`src/rtl/pfb_pkg.sv`:
```
// ============================================================================
// Module      : pfb_pkg
// Description : Shared types and defaults for the instruction prefetch buffer.
// Revision    : 1.0 - initial release
// ============================================================================
`default_nettype none

package pfb_pkg;

    localparam int          c_depth_default    = 4;
    localparam logic [31:0] c_reset_pc_default = 32'h0000_0000;
    localparam logic [31:0] c_nop              = 32'h0000_0013;

    typedef struct packed {
        logic [31:0] instr;
        logic [31:0] pc;
    } fetch_entry_t;

    function automatic logic [31:0] word_align(input logic [31:0] addr);
        return {addr[31:2], 2'b00};
    endfunction

endpackage

`default_nettype wire

```
`src/rtl/pfb_fifo.sv`:
```
// ============================================================================
// Module      : pfb_fifo
// Description : In-order DEPTH x 64 FIFO of fetch entries, push/pop/clear.
// Revision    : 1.0 - initial release
// ============================================================================
`default_nettype none

module pfb_fifo
    import pfb_pkg::*;
#(
    parameter int DEPTH = c_depth_default,
    parameter int CW    = $clog2(DEPTH + 1)
) (
    input  logic         clk,
    input  logic         rst,
    input  logic         clear_i,
    input  logic         push_i,
    input  fetch_entry_t push_data_i,
    input  logic         pop_i,
    output fetch_entry_t head_o,
    output logic [CW-1:0] count_o
);

    localparam int AW = $clog2(DEPTH);

    fetch_entry_t  mem_q [DEPTH];
    fetch_entry_t  mem_d [DEPTH];
    logic [AW-1:0] wr_ptr_q, wr_ptr_d;
    logic [AW-1:0] rd_ptr_q, rd_ptr_d;
    logic [CW-1:0] count_q, count_d;

    always_comb begin
        mem_d    = mem_q;
        wr_ptr_d = wr_ptr_q;
        rd_ptr_d = rd_ptr_q;
        count_d  = count_q;
        if (clear_i) begin
            wr_ptr_d = '0;
            rd_ptr_d = '0;
            count_d  = '0;
        end else begin
            if (push_i) begin
                mem_d[wr_ptr_q] = push_data_i;
                wr_ptr_d        = wr_ptr_q + 1'b1;
            end
            if (pop_i) begin
                rd_ptr_d = rd_ptr_q + 1'b1;
            end
            case ({push_i, pop_i})
                2'b10:   count_d = count_q + 1'b1;
                2'b01:   count_d = count_q - 1'b1;
                default: count_d = count_q;
            endcase
        end
    end

    always_ff @(posedge clk or posedge rst) begin
        if (rst) begin
            for (int i = 0; i < DEPTH; i++) begin
                mem_q[i] <= '0;
            end
            wr_ptr_q <= '0;
            rd_ptr_q <= '0;
            count_q  <= '0;
        end else begin
            mem_q    <= mem_d;
            wr_ptr_q <= wr_ptr_d;
            rd_ptr_q <= rd_ptr_d;
            count_q  <= count_d;
        end
    end

    assign head_o  = mem_q[rd_ptr_q];
    assign count_o = count_q;

endmodule

`default_nettype wire

```
`src/rtl/instr_prefetch_buffer.sv`:
```
// ============================================================================
// Module      : instr_prefetch_buffer
// Description : Sequential instruction prefetcher with in-order FIFO and
//               redirect flush. Define PREFETCH_BYPASS_EN to let a response
//               reach fetch combinationally when the FIFO is empty.
// Revision    : 1.0 - initial release
// ============================================================================
`default_nettype none

module instr_prefetch_buffer
    import pfb_pkg::*;
#(
    parameter int          DEPTH    = c_depth_default,
    parameter logic [31:0] RESET_PC = c_reset_pc_default
) (
    input  logic        clk,
    input  logic        rst,
    input  logic        redirect_i,
    input  logic [31:0] redirect_pc_i,
    output logic        mem_req_o,
    output logic [31:0] mem_addr_o,
    input  logic        mem_gnt_i,
    input  logic        mem_rvalid_i,
    input  logic [31:0] mem_rdata_i,
    output logic        instr_valid_o,
    output logic [31:0] instr_o,
    output logic [31:0] instr_pc_o,
    input  logic        instr_ready_i
);

    localparam int CW = $clog2(DEPTH + 1);
    localparam int SW = CW + 2;

    logic [31:0]   fetch_pc_q, fetch_pc_d;
    logic [31:0]   rsp_pc_q, rsp_pc_d;
    logic [CW-1:0] live_q, live_d;
    logic [CW-1:0] drop_q, drop_d;

    logic [CW-1:0] w_count;
    fetch_entry_t  w_head;
    fetch_entry_t  w_push_data;
    logic [SW-1:0] w_inflight;
    logic          w_grant;
    logic          w_accept;
    logic          w_discard;
    logic          w_fifo_has;
    logic          w_bypass;
    logic          w_push;
    logic          w_pop;

    // Every slot is either buffered, awaiting a kept response, or awaiting a discard.
    assign w_inflight = {2'b00, w_count} + {2'b00, live_q} + {2'b00, drop_q};
    assign mem_req_o  = (w_inflight < SW'(DEPTH));
    assign mem_addr_o = fetch_pc_q;

    assign w_grant    = mem_req_o & mem_gnt_i;
    assign w_accept   = mem_rvalid_i & (drop_q == '0);
    assign w_discard  = mem_rvalid_i & (drop_q != '0);
    assign w_fifo_has = (w_count != '0);

`ifdef PREFETCH_BYPASS_EN
    assign w_bypass = w_accept & ~w_fifo_has;
`else
    assign w_bypass = 1'b0;
`endif

    assign instr_valid_o = (w_fifo_has | w_bypass) & ~redirect_i;
    assign instr_o       = w_fifo_has ? w_head.instr : (w_bypass ? mem_rdata_i : '0);
    assign instr_pc_o    = w_fifo_has ? w_head.pc    : (w_bypass ? rsp_pc_q    : '0);

    assign w_pop       = w_fifo_has & instr_valid_o & instr_ready_i;
    assign w_push      = w_accept & ~redirect_i & ~(w_bypass & instr_ready_i);
    assign w_push_data = '{instr: mem_rdata_i, pc: rsp_pc_q};

    pfb_fifo #(
        .DEPTH (DEPTH),
        .CW    (CW)
    ) u_fifo (
        .clk         (clk),
        .rst         (rst),
        .clear_i     (redirect_i),
        .push_i      (w_push),
        .push_data_i (w_push_data),
        .pop_i       (w_pop),
        .head_o      (w_head),
        .count_o     (w_count)
    );

    always_comb begin
        fetch_pc_d = fetch_pc_q;
        rsp_pc_d   = rsp_pc_q;
        live_d     = live_q;
        drop_d     = drop_q;
        if (redirect_i) begin
            // Everything still owed by memory, including this cycle's grant, becomes a discard.
            fetch_pc_d = word_align(redirect_pc_i);
            rsp_pc_d   = word_align(redirect_pc_i);
            drop_d     = drop_q + live_q + {{(CW-1){1'b0}}, w_grant}
                         - {{(CW-1){1'b0}}, mem_rvalid_i};
            live_d     = '0;
        end else begin
            if (w_grant) begin
                fetch_pc_d = fetch_pc_q + 32'd4;
            end
            if (w_accept) begin
                rsp_pc_d = rsp_pc_q + 32'd4;
            end
            live_d = live_q + {{(CW-1){1'b0}}, w_grant} - {{(CW-1){1'b0}}, w_accept};
            drop_d = drop_q - {{(CW-1){1'b0}}, w_discard};
        end
    end

    always_ff @(posedge clk or posedge rst) begin
        if (rst) begin
            fetch_pc_q <= RESET_PC;
            rsp_pc_q   <= RESET_PC;
            live_q     <= '0;
            drop_q     <= '0;
        end else begin
            fetch_pc_q <= fetch_pc_d;
            rsp_pc_q   <= rsp_pc_d;
            live_q     <= live_d;
            drop_q     <= drop_d;
        end
    end

endmodule

`default_nettype wire

```
`config.mk`:
```
export PLATFORM = sky130hd
export DESIGN_NAME = instr_prefetch_buffer
export DESIGN_NICKNAME = d
export VERILOG_FILES = /design/src/rtl/pfb_pkg.sv /design/src/rtl/pfb_fifo.sv /design/src/rtl/instr_prefetch_buffer.sv
export SDC_FILE = /design/constraint.sdc
export NUM_CORES = 1
export LEC_CHECK = 0
export ABC_AREA = 1
export CAP_MARGIN = 20
export CORE_MARGIN = 3
export CORE_UTILIZATION = 40
export CTS_BUF_LIST = sky130_fd_sc_hd__clkbuf_4
export DETAILED_ROUTE_END_ITERATION = 10
export PLACE_DENSITY = 0.62
export REMOVE_ABC_BUFFERS = 1
export SETUP_SLACK_MARGIN = 0.3
export SLEW_MARGIN = 40
export SYNTH_ARGS = -nofsm -noshare
export SYNTH_HDL_FRONTEND = slang
export SYNTH_SLANG_ARGS = --single-unit
```
`constraint.sdc`:
```
create_clock -name clk -period 13.3 [get_ports clk]
set_input_delay 1.33 -clock clk [delete_from_list [all_inputs] [get_ports clk]]
set_output_delay 1.33 -clock clk [all_outputs]
set_load 0.01 [all_outputs]
```
### Yosys cells after proc, flatten, opt, wreduce, memory -nomap -nowiden

Index checks and enable logic that the tools add are counted.

* bits in registers: 333
* bits in latches: 0
* bits in writable memories: 0
* memory bits (read-only): 0
* output and inout port bits: 98
* word-level logic and storage cells: 75
* memories kept: 0

* add/subtract/negate cells: 14
* multiply operators: 0
* divide/modulo/power cells: 0
* order comparisons: 4
* equal/unequal tests: 2
* shift-type cells: 0
* multiplexer cells: 20
* bitwise gates (word level): 10
* reductions and logical operators: 10

Operator list (number)
* $bwmux 256: 1
* $mux 32: 6
* $mux 64: 3
* $bmux 64 s2: 1
* $demux 64 s2: 1
* $add 32x3->32 const B: 2
* $mux 3: 3
* $reduce_bool 3->1: 3
* $sub 3x1->3: 3
* $mux 2: 4
* $reduce_bool 2->1: 4
* $and 1x1->1: 7
* $add 3x1->3: 2
* $ge 3x3->1 const B: 2
* $not 2->3: 2
* $pmux 3 s2: 1
* $add 4x3->5: 1
* $lt 5x3->1 const B: 1
* $add 2x1->2 const B: 2
* $add 3x3->4: 1
* $add 3x1->3 const B: 1
* $add 3x3->3: 1
* $logic_not 3->1: 1
* $lt 3x1->1 const B: 1
* other kinds (6): 6

### Depth between registers and ports, before layout

* depth after elaboration: 7
* mapped depth: 17
* gate-level depth less buffers: 16

### Hierarchy

A second synthesis with hierarchy kept.

* cells, all modules: 2229
* area total of the unflattened synthesis: 16857.4 um^2

Modules (own cells, without submodules)
* pfb_fifo: times used 1, cells an instance 1307, area each 11260.8 um^2, seq. area each 6581.3 um^2
* instr_prefetch_buffer: times used 1, cells an instance 922, area each 5596.6 um^2, seq. area each 1651.6 um^2

### Worst setup path before layout

OpenSTA, ideal clock, no wires.

* kind: flip-flop to flip-flop
* start: register drop_q[1]
* end: register live_q[2]
* data arrival time: 3.120 ns
* data required time: 13.169 ns
* path slack: 10.050 ns
* cell stages (with the launch flop): 17
* buffers on the path: 1
* period minus slack after synthesis: 3.250 ns
* cell sequence: dfrtp_1 -> inv_1 -> fa_1 -> inv_1 -> nand2_1 -> fa_1 -> inv_1 -> nor2_1 -> nand3_2 -> buf_2 -> ha_1 -> inv_1 -> ha_1 -> inv_1 -> fa_1 -> xor2_1 -> nor2_1

* cells in the longest elaborated chain, start to end: 6
* elaborated cells between the ends (all ways): 8
* those cells by class: 3 x add/sub; 1 x order compare; 1 x mux; 2 x bitwise; 1 x reduce/logical

Ends and longest elaborated chain
* from (decl): line instr_prefetch_buffer.sv:37 `logic [CW-1:0] drop_q, drop_d;`
* from (signal assigned): line instr_prefetch_buffer.sv:123 `drop_q <= drop_d;`
* $add 4x3->5: line instr_prefetch_buffer.sv:52 `assign w_inflight = {2'b00, w_count} + {2'b00, live_q} + {2'b00, drop_q};`
* $lt 5x3->1: line instr_prefetch_buffer.sv:53 `assign mem_req_o = (w_inflight < SW'(DEPTH));`
* $and 1x1->1: line instr_prefetch_buffer.sv:56 `assign w_grant = mem_req_o & mem_gnt_i;`
* $add 3x1->3: line instr_prefetch_buffer.sv:108 `live_d = live_q + {{(CW-1){1'b0}}, w_grant} - {{(CW-1){1'b0}}, w_accept};`
* $sub 3x1->3 *: line instr_prefetch_buffer.sv:108
* $mux 3 *: line instr_prefetch_buffer.sv:94 `if (redirect_i) begin`
* net live_d[2]: line instr_prefetch_buffer.sv:36 `logic [CW-1:0] live_q, live_d;`
* to (signal assigned): line instr_prefetch_buffer.sv:122 `live_q <= live_d;`
* to (decl): line instr_prefetch_buffer.sv:36

The timed path passes the listed nets; every way through them passes the cells marked *.
A chain may end at the register's enable or synchronous reset.

### Worst setup path in the final report

* start: register u_fifo.rd_ptr_q[0]
* end: output port instr_pc_o[29]

* cells in the longest elaborated chain, start to end: 5

Ends and longest elaborated chain
* from (decl): line pfb_fifo.sv:29 `logic [AW-1:0] rd_ptr_q, rd_ptr_d;`
* from (signal assigned): line pfb_fifo.sv:68 `rd_ptr_q <= rd_ptr_d;`
* $not 2->3 (implied by the code): line pfb_fifo.sv:73 `assign head_o = mem_q[rd_ptr_q];`
* $bmux 64 s2: line pfb_fifo.sv:73
* $mux 64 (implied by the code) (2 in a row): line pfb_fifo.sv:73
* $mux 32: line instr_prefetch_buffer.sv:69 `assign instr_pc_o = w_fifo_has ? w_head.pc : (w_bypass ? rsp_pc_q : '0);`
* to (decl): line instr_prefetch_buffer.sv:27 `output logic [31:0] instr_pc_o,`

No other way between the ends. The select of a mux whose other input is x is not followed.

==> run summary <==
CTS clk-pin slew, worst paths: 0.06 ns
Post-route cell area: 19200 um^2
Worst R2R Start: live_q[1]$_DFF_PP0_
Largest stage delay, worst path: 0.73 ns
Worst Reg-to-Reg Cells: 15
Setup_tns: 0 ns
Final nets: 2384
Footprint of the multi-input gates: 7200 um^2
Syn Area/Cell: 7.69 um^2
Worst-skew pair later-pin latency: 0.73 ns
First-pass GRT wire length: 75000 um
Placer Congestion: 0.868
Full die area: 43700 um^2
Initial core utilization: 41.0%
Share of layout cells above drive strength 1: 7.96%
RSZ-0062 raised after global routing: no
Gr usage total: 20.8%
DPL Wire Length: 27600 um
Seq/Total Area, Yosys: 48.8%
GRT busiest layer: met2
Post-cts resize count: 0
# IOs: 168
Final Max Tran Viols: 0
HP Start: u_fifo.mem_q[94]$_DFFE_PP0P_
Placed inst area: 18200 um^2
Pleak: 8.88 nW
R2R setup slack: 9.47 ns
Post-Syn Area: 16500 um^2
Final period util: 38.1%
Rows: 73
Slew HR: 46.3%
Port Buf Inserts: 161
Core ar.: 40200 um^2
Crit-path cells: inv_2 -> buf_6 -> o21ai_0 -> a21oi_1 -> clkdlybuf4s50_1
CP max stage cell: dfrtp_4
Synthesized flop and latch total: 321
Max IR drop VDD: 0.133 mV
Num CTS Buffers: 89
Final hold violation count: 0
Hold buffers post-CTS: 0
Switching pwr: 1.61 mW
Sequential power share: 36.8%
Tot Pwr: 4.03 mW
Post-DRT Antenna Nets: 0
H-tree depth: 3
Cell Pwr Density: 209 nW/um^2
Setup Slack @ Placement: 8.97 ns
Total Wirelength: 45300 um
Slew at the pin with the worst max-slew slack: 0.802 ns
Vias in the first global route: 14600
Req. time, crit path: 11.97 ns
Layout area overhead: 16.7%
Crit path max fanout: 100
Fin worst setup slack: 8.23 ns
Drt pass-1 iters: 5
Met2 usage: 32.5%
Post CTS Setup Buffer Count: 0
Cells after Synth: 2143
Worst Hold Depth: 2
R2r endpoint: live_q[2]$_DFF_PP0_
Count of different cell masters after synthesis: 38
Crit-path leading delay family: buffers and inverters
TritonCTS clock tree: built
Clock buffer depth: 3
DRC Markers: 0
Vias: 14800
Max Clk Rate: 197 MHz
Gate power share: 42.1%
Hold Crit Class: flip-flop to flip-flop
Routing usage on met1: 29.2%
Total grt overflow: 0
Setup crit end kind: output port
Final hold slack: 0.481 ns
Hold EP: u_fifo.mem_q[94]$_DFFE_PP0P_
Wire length per cell: 15.7 um
Crit path kind: flip-flop to output port
WP buf/inv: 3
Outcome: finished, final reports clean
GRT met3 Usage: 4.68%
Die H: 209 um
Fillers: 4073
Syn. warnings: 0
Largest net degree at the start of global routing: 135
WP data arrival: 3.74 ns
Root Buffer: clkbuf_4
# setup viols final: 0
Clk pwr share: 21.1%
Register Area: 8040 um^2
Sw Share: 40.1%
Fin crit period: 5.07 ns
Vias per cell: 5.16
Die width: 209 um
DRT iter0 DRCs: 1246
Clock tree sinks: 321
MaxCap Viol Count: 0
Initial antenna violation count: 1
Internal: 2.41 mW
Clock Skews: 0.0306 ns
Crit path launch type: flip-flop
[placed cells by master, fill, tap and decap left out, types with 5 or more instances in the layout]
cell,synthesis,final
a21oi_1,67,67
buf_4,7,5
buf_6,29,9
clkbuf_4,0,131
clkdlybuf4s50_1,0,160
clkinv_1,1,11
clkinv_2,0,6
dfrtp_1,321,319
fa_1,7,7
ha_1,15,15
inv_1,132,131
inv_2,6,6
nand2_1,556,556
nand3_1,94,94
nand3b_1,11,11
nand4_1,11,11
nor2_1,332,331
nor3_1,8,8
o21ai_0,170,170
o21ai_1,235,235
o21ai_2,9,9
xnor2_1,10,10
xor2_1,8,8
[worst register-to-register path, delay by kind of cell (launching register included)]
family | cells | cell delay (ns)
XOR/XNOR | 1 | 0.16
adder cells (fa/ha/maj) | 5 | 2.01
buffers and inverters | 5 | 0.38
flip-flops | 1 | 0.42
AND/OR/NAND/NOR | 4 | 0.72
[flip-flops by register name, summed over array words and instances (netlist names)]
| register | cells |
|---|---|
| live_q | 3 |
| drop_q | 3 |
| u_fifo.rd_ptr_q | 2 |
| u_fifo.wr_ptr_q | 2 |
| mem_addr_o | 30 |
| u_fifo.count_o | 3 |
| u_fifo.mem_q | 248 |
| rsp_pc_q | 30 |
[worst max path at each step]
stage | cells past startpoint | endpoint | start
final | 5 | instr_pc_o[29] | u_fifo.rd_ptr_q[0]$_DFFE_PP0P_
after global routing | 5 | instr_pc_o[29] | u_fifo.rd_ptr_q[0]$_DFFE_PP0P_
after CTS | 5 | instr_pc_o[29] | u_fifo.rd_ptr_q[0]$_DFFE_PP0P_
after detailed placement | 5 | instr_pc_o[29] | u_fifo.rd_ptr_q[0]$_DFFE_PP0P_
after global placement | 5 | instr_pc_o[29] | u_fifo.rd_ptr_q[0]$_DFFE_PP0P_
after floorplan | 1 | drop_q[0]$_DFF_PP0_ | rst
[layout make-up]
type	instances	area share [%]
Antenna cell	2	0.0260
Clock buffer	131	5.11
Clock inverter	16	0.332
Inverter	139	2.80
Multi-Input combinational cell	1566	37.4
Sequential cell	321	41.8
Tap cell	525	3.42
Timing Repair Buffer	175	9.08
[power groups by stage]
stage	clock, mW	sequential, mW	combinational (mW)
3_3_place_gp	0	1.48	1.67
3_5_place_dp	0	1.49	1.70
2_1_floorplan	0	1.47	0.964
5_1_grt	0.938	1.52	1.92
4_1_cts	0.884	1.48	1.71
6_report	0.850	1.48	1.69
[logic make-up after synthesis]
kind of cell,Yosys count,share of synthesized area [%]
buffers and inverters,259,7.63
adders and majority gates,22,1.99
and+or+nand+nor,1028,25.2
AOI/OAI and AO/OA,494,15.4
DFF,321,48.8
other,1,0.0228
xor gates and xnor gates,18,0.957
[per-layer routing]
layer,up-vias,part of all wire [%],wire length (um)
met5,-,0,0
met4,0,2.1,940
met3,78,6.8,3090
met2,464,44,19900
met1,7001,47,21300
li1,7278,-,-
[metrics by stage]
step	util, %	cells
2_1_floorplan	-	2026
3_3_place_gp	45.1	2726
3_5_place_dp	45.2	2726
4_1_cts	47.8	2873
5_1_grt	47.8	2875
6_report	47.8	2875
[cell usage after synthesis]
| master | number | area [um^2] |
|---|---|---|
| nand2_2 | 3 | 18.8 |
| nor3_1 | 8 | 40.0 |
| nand2_4 | 4 | 45.0 |
| nand3b_1 | 11 | 82.6 |
| o21bai_1 | 3 | 22.5 |
| buf_4 | 7 | 52.6 |
| dfrtp_1 | 321 | 8030 |
| buf_6 | 29 | 327 |
| nor2_8 | 1 | 20.0 |
| conb_1 | 1 | 3.75 |
| fa_1 | 7 | 140 |
| nor2_4 | 1 | 11.3 |
| clkinv_1 | 1 | 3.75 |
| nand3_1 | 94 | 470 |
| nand4_1 | 11 | 68.8 |
| buf_1 | 9 | 33.8 |
| o21ai_0 | 170 | 851 |
| o21ai_1 | 235 | 1180 |
| ha_1 | 15 | 188 |
| o21ai_2 | 9 | 78.8 |
| nor2_2 | 3 | 18.8 |
| nor3b_1 | 1 | 7.51 |
| nor2_1 | 332 | 1250 |
| buf_2 | 33 | 165 |
| inv_2 | 6 | 22.5 |
| nand2_1 | 556 | 2090 |
| xnor2_1 | 10 | 87.6 |
| xor2_1 | 8 | 70.1 |
| nand3_2 | 2 | 20.0 |
| a31oi_1 | 2 | 12.5 |
| nand4_4 | 1 | 21.3 |
| inv_1 | 132 | 495 |
| o211ai_1 | 4 | 30.0 |
| a31o_2 | 1 | 8.76 |
| a21oi_1 | 67 | 335 |
| clkbuf_1 | 42 | 158 |
| o221ai_1 | 2 | 17.5 |
| o22ai_1 | 1 | 6.26 |
No activity file was read; power rests on OpenSTA's default activity.
